<file path="src/rtl/weight_row_fetcher_if.sv">
// ----------------------------------------------------------------------------
// weight_row_fetcher_if : bank read port plus weight-beat stream
// Revision 1.0
// ----------------------------------------------------------------------------
`default_nettype none

interface weight_row_fetcher_if #(
  parameter int WEIGHT_PRECISION = 5,
  parameter int ROW_WEIGHTS      = 3,
  parameter int ADDR_WIDTH       = 13
);
  localparam int ROW_WIDTH = WEIGHT_PRECISION * ROW_WEIGHTS;

  logic [1:0]                  bank_control;
  logic [ADDR_WIDTH-1:0]       bank_address;
  logic [ROW_WIDTH-1:0]        bank_rdata;
  logic                        w_valid;
  logic                        w_ready;
  logic [WEIGHT_PRECISION-1:0] w_data;
  logic                        w_last;

  modport master (
    output bank_control, bank_address, w_valid, w_data, w_last,
    input  bank_rdata, w_ready
  );

  modport slave (
    input  bank_control, bank_address, w_valid, w_data, w_last,
    output bank_rdata, w_ready
  );
endinterface

`default_nettype wire

</file>
<file path="src/rtl/weight_row_fetcher.sv">
// ----------------------------------------------------------------------------
// weight_row_fetcher : reads packed weight rows from the bank, streams weights
// Revision 1.0
// ----------------------------------------------------------------------------
`default_nettype none

module weight_row_fetcher #(
  parameter int WEIGHT_PRECISION = 5,
  parameter int ROW_WEIGHTS      = 3,
  parameter int ADDR_WIDTH       = 13,
  parameter int CNT_WIDTH        = 16
) (
  input  logic                  clk_i,
  input  logic                  rst_i,
  input  logic                  start_i,
  input  logic [ADDR_WIDTH-1:0] base_addr_i,
  input  logic [CNT_WIDTH-1:0]  num_weights_i,
  output logic                  busy_o,
  output logic                  done_o,
  weight_row_fetcher_if.master  bus
);
  localparam int ROW_WIDTH  = WEIGHT_PRECISION * ROW_WEIGHTS;
  localparam int SLOT_WIDTH = (ROW_WEIGHTS > 1) ? $clog2(ROW_WEIGHTS) : 1;
  localparam logic [SLOT_WIDTH-1:0] LAST_SLOT = SLOT_WIDTH'(ROW_WEIGHTS - 1);
  localparam logic [1:0] CTRL_IDLE = 2'b00;
  localparam logic [1:0] CTRL_READ = 2'b10;

  typedef enum logic [2:0] {
    S_IDLE = 3'd0,
    S_REQ  = 3'd1,
    S_WAIT = 3'd2,
    S_EMIT = 3'd3,
    S_DONE = 3'd4
  } state_t;

  state_t                      state_q;
  logic [ADDR_WIDTH-1:0]       row_addr_q;
  logic [CNT_WIDTH-1:0]        remaining_q;
  logic [ROW_WIDTH-1:0]        row_buf_q;
  logic [SLOT_WIDTH-1:0]       slot_q;
  logic [1:0]                  bank_ctrl_q;
  logic [ADDR_WIDTH-1:0]       bank_addr_q;
  logic                        w_valid_q;
  logic [WEIGHT_PRECISION-1:0] w_data_q;
  logic                        w_last_q;
  logic                        busy_q;
  logic                        done_q;

  logic [ADDR_WIDTH-1:0]       row_addr_d;
  logic [CNT_WIDTH-1:0]        remaining_d;
  logic [SLOT_WIDTH-1:0]       slot_d;
  logic [WEIGHT_PRECISION-1:0] next_weight_d;

  assign row_addr_d  = row_addr_q + 1'b1;
  assign remaining_d = (remaining_q != '0) ? remaining_q - 1'b1 : '0;
  assign slot_d      = slot_q + 1'b1;

  // Weight for the following slot; slot 0 sits in the LSBs of the row.
  always_comb begin
    next_weight_d = '0;
    for (int i = 0; i < ROW_WEIGHTS; i++) begin
      if (slot_d == SLOT_WIDTH'(i)) begin
        next_weight_d = row_buf_q[i*WEIGHT_PRECISION +: WEIGHT_PRECISION];
      end
    end
  end

  always_ff @(posedge clk_i) begin
    if (rst_i) begin
      state_q     <= S_IDLE;
      row_addr_q  <= '0;
      remaining_q <= '0;
      row_buf_q   <= '0;
      slot_q      <= '0;
      bank_ctrl_q <= CTRL_IDLE;
      bank_addr_q <= '0;
      w_valid_q   <= 1'b0;
      w_data_q    <= '0;
      w_last_q    <= 1'b0;
      busy_q      <= 1'b0;
      done_q      <= 1'b0;
    end else begin
      done_q <= 1'b0;
      case (state_q)
        S_IDLE: begin
          if (start_i) begin
            if (num_weights_i != '0) begin
              row_addr_q  <= base_addr_i;
              remaining_q <= num_weights_i;
              bank_ctrl_q <= CTRL_READ;
              bank_addr_q <= base_addr_i;
              busy_q      <= 1'b1;
              state_q     <= S_REQ;
            end else begin
              done_q  <= 1'b1;
              state_q <= S_DONE;
            end
          end
        end
        S_REQ: begin
          bank_ctrl_q <= CTRL_IDLE;
          state_q     <= S_WAIT;
        end
        // Bank data is valid only during this cycle, so slot 0 goes straight out.
        S_WAIT: begin
          row_buf_q <= bus.bank_rdata;
          slot_q    <= '0;
          w_valid_q <= 1'b1;
          w_data_q  <= bus.bank_rdata[WEIGHT_PRECISION-1:0];
          w_last_q  <= (remaining_q == CNT_WIDTH'(1));
          state_q   <= S_EMIT;
        end
        S_EMIT: begin
          if (bus.w_ready) begin
            remaining_q <= remaining_d;
            slot_q      <= slot_d;
            if (remaining_q == CNT_WIDTH'(1)) begin
              w_valid_q <= 1'b0;
              w_last_q  <= 1'b0;
              busy_q    <= 1'b0;
              done_q    <= 1'b1;
              state_q   <= S_DONE;
            end else if (slot_q == LAST_SLOT) begin
              w_valid_q   <= 1'b0;
              row_addr_q  <= row_addr_d;
              bank_ctrl_q <= CTRL_READ;
              bank_addr_q <= row_addr_d;
              state_q     <= S_REQ;
            end else begin
              w_data_q <= next_weight_d;
              w_last_q <= (remaining_d == CNT_WIDTH'(1));
            end
          end
        end
        S_DONE: begin
          state_q <= S_IDLE;
        end
        default: begin
          state_q <= S_IDLE;
        end
      endcase
    end
  end

  assign bus.bank_control = bank_ctrl_q;
  assign bus.bank_address = bank_addr_q;
  assign bus.w_valid      = w_valid_q;
  assign bus.w_data       = w_data_q;
  assign bus.w_last       = w_last_q;
  assign busy_o           = busy_q;
  assign done_o           = done_q;

endmodule

`default_nettype wire
</file>
<file path="src/flat_wrapper.sv">
// flat-port wrapper written by rule: the top's interface ports become plain ports
module weight_row_fetcher_flat 
#(
  parameter int WEIGHT_PRECISION = 5,
  parameter int ROW_WEIGHTS      = 3,
  parameter int ADDR_WIDTH       = 13,
  parameter int CNT_WIDTH        = 16
)
  (clk_i, rst_i, start_i, base_addr_i, num_weights_i, busy_o, done_o, bus_bank_control, bus_bank_address, bus_w_valid, bus_w_data, bus_w_last, bus_bank_rdata, bus_w_ready);
  weight_row_fetcher_if #(.WEIGHT_PRECISION(WEIGHT_PRECISION), .ROW_WEIGHTS(ROW_WEIGHTS), .ADDR_WIDTH(ADDR_WIDTH)) bus_i ();
  input  logic clk_i;
  input  logic rst_i;
  input  logic start_i;
  input  logic [ADDR_WIDTH-1:0] base_addr_i;
  input  logic [CNT_WIDTH-1:0] num_weights_i;
  output logic busy_o;
  output logic done_o;
  output wire logic [$bits(bus_i.bank_control)-1:0] bus_bank_control;
  output wire logic [$bits(bus_i.bank_address)-1:0] bus_bank_address;
  output wire logic [$bits(bus_i.w_valid)-1:0] bus_w_valid;
  output wire logic [$bits(bus_i.w_data)-1:0] bus_w_data;
  output wire logic [$bits(bus_i.w_last)-1:0] bus_w_last;
  input wire logic [$bits(bus_i.bank_rdata)-1:0] bus_bank_rdata;
  input wire logic [$bits(bus_i.w_ready)-1:0] bus_w_ready;
  assign bus_bank_control = bus_i.bank_control;
  assign bus_bank_address = bus_i.bank_address;
  assign bus_w_valid = bus_i.w_valid;
  assign bus_w_data = bus_i.w_data;
  assign bus_w_last = bus_i.w_last;
  assign bus_i.bank_rdata = bus_bank_rdata;
  assign bus_i.w_ready = bus_w_ready;
  weight_row_fetcher #(.WEIGHT_PRECISION(WEIGHT_PRECISION), .ROW_WEIGHTS(ROW_WEIGHTS), .ADDR_WIDTH(ADDR_WIDTH), .CNT_WIDTH(CNT_WIDTH)) u_core (.clk_i(clk_i), .rst_i(rst_i), .start_i(start_i), .base_addr_i(base_addr_i), .num_weights_i(num_weights_i), .busy_o(busy_o), .done_o(done_o), .bus(bus_i));
endmodule
</file>
<file path="config.mk">
export PLATFORM = sky130hd
export DESIGN_NAME = weight_row_fetcher_flat
export DESIGN_NICKNAME = d
export VERILOG_FILES = /design/src/rtl/weight_row_fetcher_if.sv /design/src/rtl/weight_row_fetcher.sv /design/src/flat_wrapper.sv
export SDC_FILE = /design/constraint.sdc
export NUM_CORES = 1
export LEC_CHECK = 0
export CORE_UTILIZATION = 30
export CTS_CLUSTER_DIAMETER = 100
export CTS_CLUSTER_SIZE = 20
export DETAILED_ROUTE_END_ITERATION = 12
export DONT_BUFFER_PORTS = 1
export GPL_ROUTABILITY_DRIVEN = 0
export GPL_TIMING_DRIVEN = 0
export REMOVE_ABC_BUFFERS = 1
export SLEW_MARGIN = 10
export SYNTH_ARGS = -nofsm -noshare
export SYNTH_HDL_FRONTEND = slang
export SYNTH_SLANG_ARGS = --single-unit
</file>
<file path="constraint.sdc">
create_clock -name clk_i -period 2.3 [get_ports clk_i]
set_input_delay 0.69 -clock clk_i [delete_from_list [all_inputs] [get_ports clk_i]]
set_output_delay 0.69 -clock clk_i [all_outputs]
set_load 0.01 [all_outputs]
</file>
After elaboration in Yosys (flattened, before gate mapping)
Cells that the tools add are included.
{"block": "word_totals", "ff_bits": 60, "latchBits": 0, "ramBits": 0, "rom_bits": 0, "inputBits": 48, "out_inout_bits": 24, "elab_cells": 97, "memories": 0}
{"block": "op_classes", "add_sub_neg": 3, "mul": 0, "div": 0, "order_cmp": 0, "n_eq_ne": 17, "n_shift": 0, "n_mux": 50, "bitwise_logic": 0, "reduce_logical": 16}
{"op": "$mux 13", "count": 5}
{"op": "$mux 16", "count": 4}
{"op": "$eq 16x1->1 const B", "count": 2}
{"op": "$pmux 16 s2", "count": 1}
{"op": "$reduce_bool 16->1", "count": 2}
{"op": "$mux 5", "count": 6}
{"op": "$pmux 13 s2", "count": 1}
{"op": "$sub 16x1->16 const B", "count": 1}
{"op": "$mux 3", "count": 5}
{"op": "$mux 1", "count": 14}
{"op": "$add 13x1->13 const B", "count": 1}
{"op": "$mux 2", "count": 6}
{"op": "$pmux 3 s4", "count": 1}
{"op": "$reduce_and 6->1", "count": 2}
{"op": "$pmux 5 s2", "count": 1}
{"op": "$reduce_and 3->1", "count": 3}
{"op": "$ne 2x2->1 const B", "count": 4}
{"op": "$pmux 1 s2", "count": 4}
{"op": "$reduce_and 4->1", "count": 2}
{"op": "$eq 3x2->1 const B", "count": 2}
{"op": "$ne 2x1->1 const B", "count": 3}
{"op": "$pmux 2 s3", "count": 1}
{"op": "$reduce_and 5->1", "count": 1}
{"op": "$eq 2x2->1 const B", "count": 2}
{"op": "other kinds (11)", "count": 12}

Depth between registers and ports, before layout
Gate-level depths: netlist (run 1).
{"block": "logic_depth", "word_depth": 9, "depth_mapped": 9, "mapped_depth_nobuf": 8}

Least setup slack after synthesis (run 1)
Ideal clock, no wire load.
{"block": "synth_timing", "path_kind": "input to register", "from": "input num_weights_i[10]", "to": "register u_core.remaining_q[2]", "setup_time_ns": 0.128, "arrival_time_ns": 2.087, "required_time_ns": 2.172, "path_slack_ns": 0.085, "stages": 7, "n_path_buf": 1, "cell_sequence": "nor4_1 a41oi_1 o21ai_1 clkbuf_1 a21oi_1 a21oi_1 nor2_1"}
{"block": "synth_between", "elab_chain_len": 3}
{"element": "start: declaration", "line": "flat_wrapper.sv:15", "text": "input logic [CNT_WIDTH-1:0] num_weights_i;"}
{"element": "$reduce_bool 16->1", "line": "weight_row_fetcher.sv:87", "text": "if (num_weights_i != '0) begin"}
{"element": "$ne 2x1->1 (no source line)"}
{"element": "$reduce_and 4->1 (no source line)"}
{"element": "end signal: assignment", "line": "weight_row_fetcher.sv:89", "text": "remaining_q <= num_weights_i;"}
{"element": "end signal: assignment", "line": "weight_row_fetcher.sv:115", "text": "remaining_q <= remaining_d;"}
{"element": "end: declaration", "line": "weight_row_fetcher.sv:38", "text": "logic [CNT_WIDTH-1:0] remaining_q;"}
Every way passes these cells.
A chain may end at the register's enable or synchronous reset.

Final worst setup path (run 1)
{"block": "layout_timing", "from": "register u_core.remaining_q[2]", "to": "register u_core.w_last_q (netlist: u_core.bus.w_last)"}
{"block": "layout_between", "elab_chain_len": 7, "elab_cells_between_ends": 11, "cone_classes": "1 x add/sub; 3 x eq/ne; 5 x mux; 2 x reduce/logical"}
{"element": "$sub 16x1->16 / $reduce_bool 16->1 (equally long branches)", "line": "weight_row_fetcher.sv:55", "text": "assign remaining_d = (remaining_q != '0) ? remaining_q - 1'b1 : '0;"}
{"element": "$mux 16", "line": "weight_row_fetcher.sv:55"}
{"element": "$eq 16x1->1", "line": "weight_row_fetcher.sv:131", "text": "w_last_q <= (remaining_d == CNT_WIDTH'(1));"}
{"element": "$mux 1", "line": "weight_row_fetcher.sv:123", "text": "end else if (slot_q == LAST_SLOT) begin"}
{"element": "$mux 1", "line": "weight_row_fetcher.sv:117", "text": "if (remaining_q == CNT_WIDTH'(1)) begin"}
{"element": "$mux 1", "line": "weight_row_fetcher.sv:114", "text": "if (bus.w_ready) begin"}
{"element": "$pmux 1 s2", "line": "weight_row_fetcher.sv:84", "text": "case (state_q)"}
{"element": "end signal: assignment", "line": "weight_row_fetcher.sv:110", "text": "w_last_q <= (remaining_q == CNT_WIDTH'(1));"}
{"element": "end signal: assignment", "line": "weight_row_fetcher.sv:131"}
{"element": "end: declaration", "line": "weight_row_fetcher.sv:45", "text": "logic w_last_q;"}
Several ways; a longest one is shown, not always the timed one. The select of a mux whose other input is x is not followed.

==> results of run 1 <==
==> final cells by class <==
class	instances	area [µm²]
timing repair buffer	9	75.1
tap	143	179
multi-input combinational	373	2330
inverter	10	37.5
clock buffer	10	239
fill	1192	7340
clock inverter	6	88.8
sequential	59	1180
==> power by group through the flow <==
stage	sequential, mW	clock (mW)	combinational, mW
after floorplan	1.30	0	0.655
after global placement	1.34	0	0.797
after detailed placement	1.35	0	0.817
after CTS	1.33	1.51	0.860
after global routing	1.37	1.54	1.08
final	1.35	1.48	0.977
==> state kept, by name (all words and copies together) (netlist names) <==
register	flops
u_core.busy_o	1
u_core.row_buf_q	15
u_core.bus.w_valid	1
u_core.remaining_q	16
u_core.bus.w_data	5
u_core.state_q	3
u_core.bus.bank_address	13
u_core.done_o	1
u_core.bus.w_last	1
u_core.bus.bank_control	1
u_core.slot_q	2
==> how the worst max path moves through the flow <==
stage / startpoint / endpoint / slack, ns / cells after the start
after floorplan: u_core.state_q[0] / u_core.bus.w_last / -0.33 / 6
after global placement: u_core.state_q[0] / u_core.bus.w_last / -1.61 / 6
after detailed placement: num_weights_i[9] / u_core.remaining_q[1] / -0.90 / 6
after CTS: u_core.remaining_q[4] / u_core.bus.bank_address[4] / 0.01 / 6
after global routing: u_core.remaining_q[1] / u_core.remaining_q[8] / -0.06 / 8
final: u_core.remaining_q[2] / u_core.bus.w_last / 0.07 / 6
==> layer usage <==
metal  part of all wire  global-route usage  vias up  wire length (µm)
met4              0.015              0.0693        0               155
met3              0.063              0.0565       17               642
met2               0.48               0.261       97              4840
li1                   -                   -     1704                 -
met1               0.44               0.204     1624              4510
met5                  0                   0        -                 0
==> cell families (layout without fill, tap and decap cells) <==
group,after synthesis,after routing,share of synthesized area
flip-flops,59,59,0.334
multiplexers,3,3,0.00884
other,1,1,0.00106
AND/OR/NAND/NOR,218,218,0.310
buffers and inverters,43,35,0.0531
AO/OA/AOI/OAI,136,136,0.249
adder cells (fa/ha/maj),7,7,0.0248
XOR/XNOR,8,8,0.0198
==> placed cells by master (no fill, tap or decap), types with 3 or more instances in the layout <==
cell type,synthesis,routed
nand2_1,76,75
ha_1,7,7
clkbuf_16,0,9
o21ai_0,24,24
dfxtp_1,59,57
inv_1,10,10
o31ai_1,3,3
or3_1,4,4
o32ai_1,7,7
a211oi_1,7,7
nand4_1,6,6
nor4_4,2,4
nor4_1,10,8
nor3_1,20,19
a311oi_1,6,6
and3_1,4,4
a21oi_1,52,51
and2_1,4,4
a22oi_1,6,6
or4_1,3,3
xor2_1,3,3
nand2b_1,9,9
nand3_1,8,8
xnor2_1,5,5
nor2_1,52,49
buf_4,3,8
a221oi_1,4,4
==> critical path: cells and delay by family, from the launching register on <==
| kind | cells | cell delay (ns) |
|---|---|---|
| flip-flops | 1 | 0.44 |
| AND/OR/NAND/NOR | 4 | 1.19 |
| AO/OA/AOI/OAI | 1 | 0.34 |
| XOR/XNOR | 1 | 0.13 |
==> metrics by stage <==
step | hold slack [ns] | TNS [ns] | utilization
6_report | 0.430 | 0 | 0.360
5_1_grt | 0.426 | -0.112 | 0.360
4_1_cts | 0.416 | 0 | 0.348
3_5_place_dp | 0.443 | -11.66 | 0.313
3_3_place_gp | 0.437 | -25.31 | 0.311
2_1_floorplan | 0.431 | -0.531 | -
==> synthesized netlist by cell type, types with 3 or more instances <==
| cell type | number | area (µm²) |
|---|---|---|
| a211oi_1 | 7 | 52.6 |
| a21oi_1 | 52 | 260 |
| a221oi_1 | 4 | 35.0 |
| a22oi_1 | 6 | 45.0 |
| a311oi_1 | 6 | 52.6 |
| and2_1 | 4 | 25.0 |
| and3_1 | 4 | 25.0 |
| buf_2 | 6 | 30.0 |
| buf_4 | 3 | 22.5 |
| clkbuf_1 | 22 | 82.6 |
| dfxtp_1 | 59 | 1180 |
| ha_1 | 7 | 87.6 |
| inv_1 | 10 | 37.5 |
| nand2_1 | 76 | 285 |
| nand2b_1 | 9 | 56.3 |
| nand3_1 | 8 | 40.0 |
| nand4_1 | 6 | 37.5 |
| nor2_1 | 52 | 195 |
| nor3_1 | 20 | 100 |
| nor3b_1 | 3 | 22.5 |
| nor4_1 | 10 | 62.6 |
| o21a_1 | 3 | 22.5 |
| o21ai_0 | 24 | 120 |
| o31ai_1 | 3 | 22.5 |
| o32ai_1 | 7 | 61.3 |
| or3_1 | 4 | 25.0 |
| or4_1 | 3 | 22.5 |
| xnor2_1 | 5 | 43.8 |
| xor2_1 | 3 | 26.3 |
==> timing repair <==
action                     in CTS  in global routing
setup buffers                   3                  5
gates resized for setup        11                 19
setup endpoints to repair      19                 29
pin swaps                       1                  2
hold endpoints to repair        0                  0
==> out/qor.yml, run 1 <==
status:
  outcome: "finished clean"
power:
  seqPwrFrac: 0.354
  p_sw_frac: 0.336
  internal_power_mw: 2.53
  pwr-share-clk: 0.389
  peakVddDrop_mv: 0.489
  p_comb_frac: 0.257
  power_density_nw_per_um2: 921
  p_sw_mw: 1.28
  finalPower_mw: 3.80
  leakagePower_nw: 1.38
final_layout:
  final_cells: 610
  final_area_um2: 4130
  diodes: 0
  layout-drive-gt1-share: 0.131
  area_delta_synth_final_pct: 16.8
  final_nets: 517
synth:
  synth_seq_cells: 59
  yosys_warnings: 0
  synth_area_um2: 3540
  synth_edf_count: 0
  synthFlopType: "dfxtp_1"
  syn_area_per_cell_um2: 7.45
  ys_types: 65
  ys_async_sr_fraction: 0
  syn_inst: 475
  yosysSeqAreaShare: 0.334
worst_setup_path:
  path_class: "register to register"
  rrSetupSlack_ns: 0.07
  cp_common_cell: "nor4_1"
  regToRegEndpoint: "u_core.bus.w_last"
  path_cells: "nor4_1, nand2_1, nor4_1, xnor2_1, a311oi_1, nor3_1"
  crit_slowest_cell: "nor4_1"
  cp.required_ns: 2.50
  worstPathArrival_ns: 2.43
  critPathLaunchType: "register"
  cpPeakStageDelay_ns: 0.53
  rr_worst_depth: 6
  timing.rr.start: "u_core.remaining_q[2]"
  cp_max_fo: 11
  end_kind: "register"
global_routing:
  grt_max_degree: 66
  first_global_vias: 3358
  grt_pass1_wl_mm: 16.5
  antenna_found_initial: 0
  overflow: 0
  track_usage: 0.165
route:
  drt-pass1-iter-count: 4
  wl_per_cell_um: 16.6
  vias: 3442
  totalWireLength_mm: 10.2
  vias_per_cell: 5.64
  drc: 0
  ant_nets: 0
  first_iter_violations: 198
placement:
  place_area_um2: 3590
  place_inst: 586
  dp.final_hpwl_mm: 6.78
  dpl_worst_slack_ns: -0.904
  io_buffers: 0
flow_run:
  cap_violations: 0
floorplan:
  core_um2: 11500
  die_area_um2: 12200
  ios: 72
  start_util: 0.308
  die-height_um: 111
  die_x_um: 111
  rows: 39
timing:
  slew_headroom: 0.504
  grt_setup_unrepaired: "yes"
  worstMarginPinSlew_ns: 0.743
  setup_ws_ns: 0.0692
  hold_viol: 0
  fmax_mhz: 448
  fin_worst_skew_ns: 0.00665
  fin_crit_sh: 0.970
  fin_crit_ns: 2.23
  drv_slew: 0
  setup_viol: 0
clock_tree:
  cts_tree: "yes"
  cts_buffers: 9
  clkSlewWorstSetupHoldPaths_ns: 0.06
  clockBufferDepth: 2
  cts_hold_buf: 0
  cts_max_level: 3
  clockRootBuffer: "clkbuf_16"
  worstSkewPairLatency_ns: 0.33
  cts_sinks: 59
min_path:
  hp-class: "input port to register"
  min_path_cells: 1
  holdCritStartpoint: "rst_i"
  hold_path_end: "u_core.bus.bank_address[2]"
(Power assumes the default switching activity.)
==> run 2, diff against run 1 <==
--- a/config.mk
+++ b/config.mk
@@ -5,6 +5,7 @@
 export SDC_FILE = /design/constraint.sdc
 export NUM_CORES = 1
 export LEC_CHECK = 0
+export CORE_ASPECT_RATIO = 0.5
 export CORE_UTILIZATION = 30
 export CTS_CLUSTER_DIAMETER = 100
 export CTS_CLUSTER_SIZE = 20
==> out/qor.yml, run 2 (synthesized netlist as in run 1, its figures left out) <==
status:
  outcome: "finished clean"
route:
  vias_per_cell: 5.49
  drc: 0
  drt-pass1-iter-count: 4
  totalWireLength_mm: 9.97
  vias: 3412
  ant_nets: 0
  wl_per_cell_um: 16.1
  first_iter_violations: 243
timing:
  fin_worst_skew_ns: 0.00900
  grt_setup_unrepaired: "yes"
  setup_viol: 0
  slew_headroom: 0.514
  setup_ws_ns: 0.104
  fin_crit_sh: 0.955
  worstMarginPinSlew_ns: 0.728
  hold_viol: 0
  fmax_mhz: 455
  fin_crit_ns: 2.20
  drv_slew: 0
global_routing:
  grtUsageMet2: 0.280
  grt_max_degree: 66
  grt_use_met3: 0.0491
  grt_util_met1: 0.206
  first_global_vias: 3153
  grt_pass1_wl_mm: 16.2
  antenna_found_initial: 0
  track_usage: 0.166
  busiest_layer: "met2"
  overflow: 0
clock_tree:
  worstSkewPairLatency_ns: 0.33
  cts_hold_buf: 0
  clockRootBuffer: "clkbuf_16"
  cts_tree: "yes"
  cts_max_level: 3
  clkSlewWorstSetupHoldPaths_ns: 0.05
  cts_buffers: 9
  clockBufferDepth: 2
  cts_sinks: 59
floorplan:
  die_area_um2: 12300
  ios: 72
  core_um2: 11200
  die_x_um: 156
  rows: 27
  start_util: 0.314
  die-height_um: 78.8
final_layout:
  fillerInstances: 1150
  final_cell_mix: "nand2_1, dfxtp_1, a21oi_1, nor2_1, o21ai_0"
  area_delta_synth_final_pct: 16.2
  final_nets: 512
  layout-drive-gt1-share: 0.123
  largest-register: "u_core.remaining_q"
  diodes: 0
  utilization: 0.365
  final_common_cell: "nand2_1"
  largest_reg_flops: 16
  final_area_um2: 4110
worst_setup_path:
  critPathLaunchType: "register"
  path_class: "register to register"
  cp.required_ns: 2.49
  worstPathArrival_ns: 2.39
  end_kind: "register"
  cp_max_fo: 10
flow_run:
  cap_violations: 0
power:
  peakVddDrop_mv: 0.292
  seqPwrFrac: 0.360
  p_sw_mw: 1.23
  p_comb_frac: 0.244
  leakagePower_nw: 1.36
  p_sw_frac: 0.327
  pwr-share-clk: 0.395
  power_density_nw_per_um2: 912
  internal_power_mw: 2.52
placement:
  place_area_um2: 3600
  io_buffers: 0
  dpl_worst_slack_ns: -0.866
  dp.final_hpwl_mm: 6.70
min_path:
  hp-class: "input port to register"
[run 2: cell count changes in the layout (fill, tap and decap cells not counted), sizes merged]
cell | previous run | this run
buf | 9 | 4
clkinv | 2 | 1
clkbuf | 10 | 12
clkinvlp | 2 | 1
[run 2: worst max-delay path, cell delays in order, from the launching register on]
cell and delay [ns]:
dfxtp_2 0.38, nor4_4 0.50, nand4_4 0.26, a31o_2 0.36, and2_1 0.29, a21oi_1 0.21, a211oi_2 0.06
[run 2: layout make-up]
class / count / area, µm² / area share
timing repair buffer: 4 / 33.8 / 0.00822
inverter: 10 / 37.5 / 0.00913
sequential: 59 / 1180 / 0.288
tap: 159 / 199 / 0.0484
clock inverter: 4 / 72.6 / 0.0177
clock buffer: 12 / 256 / 0.0624
multi-input combinational: 373 / 2330 / 0.566
[run 2: worst paths after layout]
path / start / endpoint / slack [ns] / cells past startpoint
min reg2reg: u_core.row_buf_q[13] / u_core.row_buf_q[13] / 0.45 / 2
max reg2reg: u_core.remaining_q[8] / u_core.bus.bank_address[9] / 0.10 / 6
min: rst_i / u_core.remaining_q[10] / 0.43 / 1
max: u_core.remaining_q[8] / u_core.bus.bank_address[9] / 0.10 / 6
[run 2: per-stage QoR]
step / instances / power, mW / setup TNS, ns / hold WS (ns)
after detailed placement: 602 / 2.16 / -13.14 / 0.442
after global placement: 601 / 2.15 / -29.31 / 0.436
after global routing: 621 / 3.95 / -0.00651 / 0.416
after CTS: 619 / 3.68 / 0 / 0.415
final: 621 / 3.75 / 0 / 0.431
after floorplan: 442 / 1.96 / -0.531 / 0.431
[run 2: power groups by stage]
stage | clock network, mW | logic (mW) | registers [mW]
2_1_floorplan | 0 | 0.655 | 1.30
3_3_place_gp | 0 | 0.796 | 1.35
3_5_place_dp | 0 | 0.809 | 1.35
4_1_cts | 1.51 | 0.831 | 1.33
5_1_grt | 1.56 | 1.01 | 1.37
6_report | 1.48 | 0.917 | 1.35
[run 2: timing repair]
action | CTS | global route
resized for setup | 9 | 23
pin swaps | 2 | 4
endpoints found under the setup margin | 18 | 30
setup buffers | 1 | 2
[run 2: metal layers]
layer | routed length [µm] | vias up
met1 | 4610 | 1655
met3 | 532 | 6
met4 | 70 | 0
met2 | 4760 | 63
li1 | - | 1688
met5 | 0 | -
==> run 3, diff against run 2 <==
--- a/config.mk
+++ b/config.mk
@@ -14,7 +14,6 @@
 export GPL_ROUTABILITY_DRIVEN = 0
 export GPL_TIMING_DRIVEN = 0
 export REMOVE_ABC_BUFFERS = 1
-export SLEW_MARGIN = 10
 export SYNTH_ARGS = -nofsm -noshare
 export SYNTH_HDL_FRONTEND = slang
 export SYNTH_SLANG_ARGS = --single-unit
==> out/qor.yml, run 3 (synthesized netlist as in run 1, its figures left out) <==
clock_tree:
  cts_sinks: 59
  cts_buffers: 9
  clockRootBuffer: "clkbuf_16"
  worstSkewPairLatency_ns: 0.33
  cts_max_level: 3
  cts_tree: "yes"
  clockBufferDepth: 2
  clkSlewWorstSetupHoldPaths_ns: 0.05
  cts_hold_buf: 0
worst_setup_path:
  cp.required_ns: 2.55
  crit_family: "compound AO/OA/AOI/OAI gates"
  end_kind: "register"
  crit_slowest_cell: "dfxtp_2"
  cp_max_fo: 19
  cpPeakStageDelay_ns: 0.57
  path_cells: "inv_1, nor2_4, buf_16, o21ai_1, a2111oi_1, a41oi_1, nor3_1"
  cp_num_buf_inv: 2
  critPathLaunchType: "register"
  worstPathArrival_ns: 2.42
  path_class: "register to register"
route:
  vias_per_cell: 5.48
  wl_per_cell_um: 16.0
  drc: 0
  totalWireLength_mm: 9.95
  drt-pass1-iter-count: 5
  first_iter_violations: 286
  vias: 3412
  ant_nets: 0
min_path:
  hp-class: "input port to register"
floorplan:
  start_util: 0.314
  core_um2: 11200
  die-height_um: 78.8
  ios: 72
  rows: 27
  die_area_um2: 12300
  die_x_um: 156
placement:
  place_inst: 602
  io_buffers: 0
  dpl_worst_slack_ns: -0.870
  dp.final_hpwl_mm: 6.69
global_routing:
  antenna_found_initial: 0
  grt_max_degree: 66
  track_usage: 0.164
  first_global_vias: 3088
  grt_pass1_wl_mm: 15.9
  overflow: 0
timing:
  fmax_mhz: 461
  fin_crit_sh: 0.944
  setup_ws_ns: 0.130
  hold_viol: 0
  worstMarginPinSlew_ns: 0.738
  setup_viol: 0
  holdWs_ns: 0.429
  fin_worst_skew_ns: 0.00695
  slew_headroom: 0.508
  drv_slew: 0
  fin_crit_ns: 2.17
final_layout:
  largest-register: "u_core.remaining_q"
  utilization: 0.365
  final_common_cell: "nand2_1"
  area_delta_synth_final_pct: 16.0
  layout-drive-gt1-share: 0.119
  final_nets: 514
  diodes: 0
  largest_reg_flops: 16
  final_cell_mix: "nand2_1, dfxtp_1, a21oi_1, nor2_1, o21ai_0"
  final_cells: 623
power:
  leakagePower_nw: 1.37
  power_density_nw_per_um2: 912
  finalPower_mw: 3.74
  peakVddDrop_mv: 0.343
flow_run:
  cap_violations: 0
status:
  outcome: "finished clean"
[run 3: final cells by class]
| type | instances | area [µm²] |
|---|---|---|
| clock inverter | 4 | 72.6 |
| sequential | 59 | 1180 |
| tap | 159 | 199 |
| clock buffer | 12 | 256 |
| fill | 1158 | 7150 |
| timing repair buffer | 6 | 65.1 |
| inverter | 10 | 37.5 |
| multi-input combinational | 373 | 2290 |
[run 3: metal layers]
| layer | vias up | GRT usage | wire, µm |
|---|---|---|---|
| met3 | 13 | 0.0508 | 716 |
| met2 | 103 | 0.274 | 4660 |
| met4 | 0 | 0.0588 | 142 |
| met5 | - | 0 | 0 |
| met1 | 1605 | 0.200 | 4430 |
| li1 | 1691 | - | - |
[run 3: metrics by stage]
stage	area [µm²]	setup TNS (ns)
finish	4100	0
global route	4100	-0.00783
CTS	4000	0
detailed placement	3620	-12.80
global placement	3590	-29.31
floorplan	3390	-0.531
[run 3: timing repair]
action                     in CTS  in global routing
gates resized for setup         9                 16
cloned                          0                  0
setup endpoints to repair      18                 29
hold endpoints to repair        0                  0
pin swaps                       1                  3
buffers inserted                1                  4
[run 3: path summary, 6_finish.rpt]
check                 startpoint                      to  slack, ns  depth (start not counted)
max            u_core.state_q[0]       u_core.bus.w_last       0.13                          7
min                        rst_i  u_core.remaining_q[13]       0.43                          1
min reg2reg  u_core.row_buf_q[9]     u_core.row_buf_q[9]       0.45                          2
max reg2reg    u_core.state_q[0]       u_core.bus.w_last       0.13                          7
[run 3: report_power, final]
group	leakage (nW)	internal (mW)	switching (mW)
clock network	0.159	1.00	0.475
registers	0.485	1.14	0.206
logic	0.722	0.391	0.526
